File: config.mk
export PLATFORM = sky130hd
export DESIGN_NAME = zsdram_rr_arbiter
export DESIGN_NICKNAME = d
export VERILOG_FILES = /design/src/rtl/zsdram_rr_arbiter.sv
export SDC_FILE = /design/constraint.sdc
export NUM_CORES = 1
export LEC_CHECK = 0
export ABC_AREA = 1
export BUFFER_PORTS_ARGS = -buffer_cell sky130_fd_sc_hd__buf_2
export CORE_AREA = 2 2 229 231
export DETAILED_ROUTE_END_ITERATION = 12
export DIE_AREA = 0 0 231 233
export SYNTH_ARGS = -nofsm -noshare
export SYNTH_HDL_FRONTEND = slang
export SYNTH_SLANG_ARGS = --single-unit
export TNS_END_PERCENT = 20
File: constraint.sdc
create_clock -name clk -period 2 [get_ports clk]
set_input_delay 0.4 -clock clk [delete_from_list [all_inputs] [get_ports clk]]
set_output_delay 0.4 -clock clk [all_outputs]
set_load 0.005 [all_outputs]
File: src/rtl/zsdram_rr_arbiter.sv
// rtl/zsdram_rr_arbiter.sv - N-port round-robin burst arbiter in front of the SDRAM base controller
// Optional build macro: ZARB_PORT0_PRIORITY_EN (port 0 always wins arbitration when requesting).
module zsdram_rr_arbiter #(
  parameter int NUM_PORTS = 4,
  parameter int ADDR_W    = 24,
  parameter int DATA_W    = 16,
  parameter int BURST     = 4,
  parameter int PTR_W     = 2
) (
  input  logic                              clk,
  input  logic                              rst_n,
  input  logic                              en,
  input  logic [NUM_PORTS-1:0]              iReq,
  input  logic [NUM_PORTS-1:0]              iWe,
  input  logic [NUM_PORTS*ADDR_W-1:0]       iAddr,
  input  logic [NUM_PORTS*BURST*DATA_W-1:0] iWrData,
  output logic [NUM_PORTS-1:0]              oDone,
  output logic [BURST*DATA_W-1:0]           oRdData,
  output logic [PTR_W-1:0]                  oGrant,
  output logic                              oBusy,
  output logic [1:0]                        oSdReq,
  output logic [ADDR_W-1:0]                 oSdAddr,
  output logic [BURST*DATA_W-1:0]           oSdWrData,
  input  logic [BURST*DATA_W-1:0]           iSdRdData,
  input  logic [1:0]                        iSdDone
);

  localparam int BW = BURST * DATA_W;

  typedef enum logic [1:0] {IDLE, BUSY, ACK, GAP} state_t;

  state_t               state_q, state_d;
  logic [PTR_W-1:0]     ptr_q;
  logic [PTR_W-1:0]     ptr_next;
  logic                 we_q;
  logic [PTR_W-1:0]     pick;
  logic [PTR_W-1:0]     cand;
  logic [PTR_W:0]       sum;
  logic                 found;
  logic                 any_req;
  logic                 done_hit;
  logic                 grant_now;
  logic                 ack_now;
  logic                 ptr_adv;
  logic [1:0]           sd_req_d;
  logic [NUM_PORTS-1:0] done_d;

  assign any_req   = |iReq;
  assign done_hit  = we_q ? iSdDone[1] : iSdDone[0];
  assign grant_now = en && (state_q == IDLE) && any_req;
  assign ack_now   = en && (state_q == ACK);
  assign ptr_next  = (oGrant == PTR_W'(NUM_PORTS - 1)) ? '0 : oGrant + 1'b1;

`ifdef ZARB_PORT0_PRIORITY_EN
  // Port 0 grants leave the rotation untouched so ports 1..N-1 keep their fairness.
  assign ptr_adv = (oGrant != '0);
`else
  assign ptr_adv = 1'b1;
`endif

  // First requester at or above ptr, wrapping modulo NUM_PORTS.
  always_comb begin
    pick  = '0;
    cand  = '0;
    sum   = '0;
    found = 1'b0;
`ifdef ZARB_PORT0_PRIORITY_EN
    if (iReq[0]) begin
      found = 1'b1;
    end
`endif
    for (int i = 0; i < NUM_PORTS; i++) begin
      sum = {1'b0, ptr_q} + (PTR_W+1)'(i);
      if (sum >= (PTR_W+1)'(NUM_PORTS)) begin
        sum = sum - (PTR_W+1)'(NUM_PORTS);
      end
      cand = sum[PTR_W-1:0];
`ifdef ZARB_PORT0_PRIORITY_EN
      if (!found && (cand != '0) && iReq[cand]) begin
`else
      if (!found && iReq[cand]) begin
`endif
        pick  = cand;
        found = 1'b1;
      end
    end
  end

  always_ff @(posedge clk or negedge rst_n) begin
    if (!rst_n) begin
      state_q <= IDLE;
    end else begin
      state_q <= state_d;
    end
  end

  always_comb begin
    state_d = state_q;
    if (en) begin
      case (state_q)
        IDLE:    if (any_req)  state_d = BUSY;
        BUSY:    if (done_hit) state_d = ACK;
        ACK:     state_d = GAP;
        GAP:     state_d = IDLE;
        default: state_d = IDLE;
      endcase
    end
  end

  // With en low both strobes drop; the latched command is replayed when en returns.
  always_comb begin
    sd_req_d = 2'b00;
    done_d   = '0;
    if (en) begin
      case (state_q)
        IDLE: if (any_req) sd_req_d = iWe[pick] ? 2'b10 : 2'b01;
        BUSY: begin
          if (done_hit) done_d = NUM_PORTS'(1) << oGrant;
          else          sd_req_d = we_q ? 2'b10 : 2'b01;
        end
        default: ;
      endcase
    end
  end

  always_ff @(posedge clk or negedge rst_n) begin
    if (!rst_n) begin
      ptr_q     <= '0;
      we_q      <= 1'b0;
      oGrant    <= '0;
      oBusy     <= 1'b0;
      oSdReq    <= 2'b00;
      oDone     <= '0;
      oSdAddr   <= '0;
      oSdWrData <= '0;
      oRdData   <= '0;
    end else begin
      oSdReq <= sd_req_d;
      oDone  <= done_d;
      oBusy  <= (state_d != IDLE);
      if (grant_now) begin
        oGrant    <= pick;
        we_q      <= iWe[pick];
        oSdAddr   <= iAddr[pick*ADDR_W +: ADDR_W];
        oSdWrData <= iWrData[pick*BW +: BW];
      end
      if (en && (state_q == BUSY) && done_hit && !we_q) begin
        oRdData <= iSdRdData;
      end
      if (ack_now && ptr_adv) begin
        ptr_q <= ptr_next;
      end
    end
  end

endmodule

==> impl_metrics.json <==
{
  "wl_met1_um": 18340,
  "cts_root_buf": "clkbuf_16",
  "fin_util_pct": 30.24,
  "startpoint_type": "flip-flop",
  "overflow": 0,
  "htree_num_levels": 4,
  "setup_ws_ns": -0.2499,
  "clkPwrFrac_pct": 11.4,
  "maxSlewViolCount": 0,
  "insertion_delay_ns": 0.48,
  "fmaxAchievable_ghz": 0.4445,
  "grt_max_degree": 70,
  "placed_area_um2": 13600,
  "portBuffers": 589,
  "total_power_w": 0.03012,
  "die_h_um": 233,
  "first_iter_violations": 699,
  "worst-path-max-fanout": 7,
  "synth-seq-cells": 166,
  "syn2layout_area_growth_pct": 63.08,
  "cts_buffer_depth": 2,
  "routed_wl_um": 49980,
  "violations": "negative setup slack",
  "multi_input_area_um2": 5333,
  "synthCells": 1239,
  "cts.sinks": 166,
  "fillCellCount": 5467,
  "hp-class": "input pin to flip-flop",
  "swShare_pct": 48.86,
  "combPwrFrac_pct": 68.9,
  "grt_pass1_wl_um": 67010,
  "yosysTopAreaCellShare_pct": 43.85,
  "vias_per_cell": 4.578,
  "status": "finished, violations left",
  "layout-drive-gt1-share_pct": 49.17,
  "io_pins": 590,
  "antenna_found_initial": 9,
  "holdWs_ns": 0.1446,
  "irDropWorstVdd_uv": 1165,
  "wl_per_cell_um": 19.61,
  "drt_pre_antenna_iters": 5,
  "cap_viol_max_count": 0,
  "cts_tree": "built",
  "top_layer": "met5",
  "wl_met3_um": 3538,
  "ff_latch_area_um2": 4155,
  "syn-num-nets": 1672,
  "synth_top_flop_cell": "dfrtp_1",
  "track_usage_pct": 16.97,
  "p_seq_share_pct": 19.7,
  "fin_crit_ns": 2.250,
  "end_kind": "flip-flop",
  "drtAntennaViolNets": 0,
  "hold_violations": 0,
  "synth_most_common_cell": "nand3_1",
  "tightest_slew_ns": 0.4547,
  "fp.dieArea_um2": 53820,
  "wl_met2_um": 25130,
  "nets": 2285,
  "synthTopCellsByArea": "dfrtp_1, nand3_1, nand2_1, mux2_2, buf_2",
  "vias": 11669,
  "seq_area_frac_synth_pct": 43.85,
  "grt_pass1_vias": 11188,
  "syn_avg_cell_area_um2": 7.646,
  "p_int_w": 0.01541,
  "rows": 83,
  "cp.arrival_ns": 2.63,
  "die_w_um": 231,
  "yosys.area.top_type": "dfrtp_1",
  "ys_types": 26,
  "synth_area_um2": 9473,
  "synth_edf_count": 0,
  "synth_common_cells": "nand3_1, nand2_1, dfrtp_1",
  "post-route-period-util_pct": 112.5,
  "gp_congestion": 0.9473,
  "p_switching_w": 0.01472,
  "finalSetupViolCount": 91,
  "powerDensity_nw_per_um2": 1950,
  "worstPathRequired_ns": 2.38,
  "relSlewSlack_pct": 69.30,
  "skew_ns": 0.01196,
  "core_region_area_um2": 51090,
  "p_leak_nw": 8.145,
  "yosys_warnings": 0,
  "clk_pin_slew_worst_paths_ns": 0.08,
  "start_util_pct": 18.54,
  "async_reset_ff_share_pct": 100.0,
  "rsz0062_at_grt": "true",
  "crit_type": "flip-flop to flip-flop",
  "post-route-drc-count": 0,
  "final_cell_area_um2": 15450,
  "numCtsBuffers": 17,
  "hpwlAfterDp_um": 36330
}
## state kept, by name (all words and copies together), names as in the netlist
register   cells
ptr_q          2
state_q        2
we_q           1
oDone          4
oSdReq         2
oSdAddr       24
oGrant         2
oRdData       64
oBusy          1
oSdWrData     64
## power groups by stage
| stage | logic, W | registers (W) | clock network (W) |
|---|---|---|---|
| 2_1_floorplan | 0.00948 | 0.00597 | 0 |
| 3_3_place_gp | 0.0163 | 0.00593 | 0 |
| 3_5_place_dp | 0.0164 | 0.00599 | 0 |
| 4_1_cts | 0.0193 | 0.00595 | 0.00360 |
| 5_1_grt | 0.0224 | 0.00614 | 0.00372 |
| 6_report | 0.0208 | 0.00593 | 0.00342 |
## metrics by stage
stage	worst slack (ns)	cells	TNS (ns)
final	-0.2499	2549	-15.61
after global routing	-0.3344	2549	-24.16
after CTS	-0.2147	2533	-15.17
after detailed placement	-0.4435	2477	-30.19
after global placement	-0.3806	2477	-23.67
after floorplan	0.1213	1239	0
## final cells by class
class / count / area share (%)
multi-input combinational: 957 / 34.52
antenna: 4 / 0.06479
inverter: 19 / 0.5507
tap: 680 / 5.507
timing repair buffer: 691 / 28.58
clock buffer: 17 / 2.754
sequential: 166 / 26.90
clock inverter: 15 / 1.126
## critical path, cell delays in order (launching register included)
cell and delay, ns:
dfrtp_2 0.49, inv_4 0.13, nand2_2 0.08, nand2_4 0.09, nand2_4 0.07, nand2_4 0.11, nand2_4 0.07, nand2_4 0.07
nand2_4 0.07, nand2_8 0.11, nand2_8 0.09, buf_16 0.17, buf_12 0.15, buf_8 0.13, nand2_2 0.09, nand3_2 0.07
nand3_1 0.09, nand2_1 0.05
## cell families (layout without fill, tap and decap cells)
family                   after synthesis  in the layout  share of synthesized area, %
AND/OR/NAND/NOR                      879            880                         41.21
other                                  0              4                             0
AO/OA/AOI/OAI                          9              9                        0.6339
adder cells (fa/ha/maj)                4              4                        0.5284
flip-flops                           166            166                         43.85
multiplexers                          64             64                         7.608
buffers and inverters                117            742                         6.168
## final timing paths
path	startpoint	end	slack, ns	depth (start not counted)
min in group asynchronous	rst_n	oSdWrData[28]	0.39	2
worst min-delay path	iSdRdData[52]	oRdData[52]	0.14	2
worst max-delay path	ptr_q[0]	oSdWrData[30]	-0.25	17
max in group asynchronous	rst_n	oRdData[10]	0.97	3
worst max register to register	ptr_q[0]	oSdWrData[30]	-0.25	17
worst min register to register	oSdWrData[30]	oSdWrData[30]	0.48	2
## what timing repair did
action                                  4_1_cts  5_1_grt
gates cloned                                  6       11
gates resized for setup                      93       80
pin swaps                                    34       52
endpoints found under the setup margin       92       92
buffers inserted                             19        4
hold endpoints to repair                     35        0
hold buffers                                  1        0
## cell usage in the layout (no fill, tap or decap), types with 2 or more instances in the layout
cell type     n
nand2_8       2
nand3_2      66
inv_6         3
buf_2       588
clkinvlp_4    2
nand4_1       3
clkinv_4      2
inv_2         2
buf_12       23
buf_8         5
nand2_2      29
inv_8         6
buf_4        44
dfrtp_1     165
nand2_4      16
ha_1          4
clkbuf_16    25
inv_1        13
nand3_1     362
nand2_1     385
mux2_2       64
buf_16        9
nor2_4        3
nor2_1        8
o21ai_0       4
nand3_4       3
diode_2       4
clkinv_8      3
buf_6        12
## routing by layer
| metal | vias up | track usage, % |
|---|---|---|
| met1 | 5468 | 17.89 |
| met4 | 10 | 10.46 |
| li1 | 5408 | - |
| met5 | - | 0 |
| met3 | 128 | 4.461 |
| met2 | 655 | 30.15 |
No activity file was read; power rests on OpenSTA's default activity.
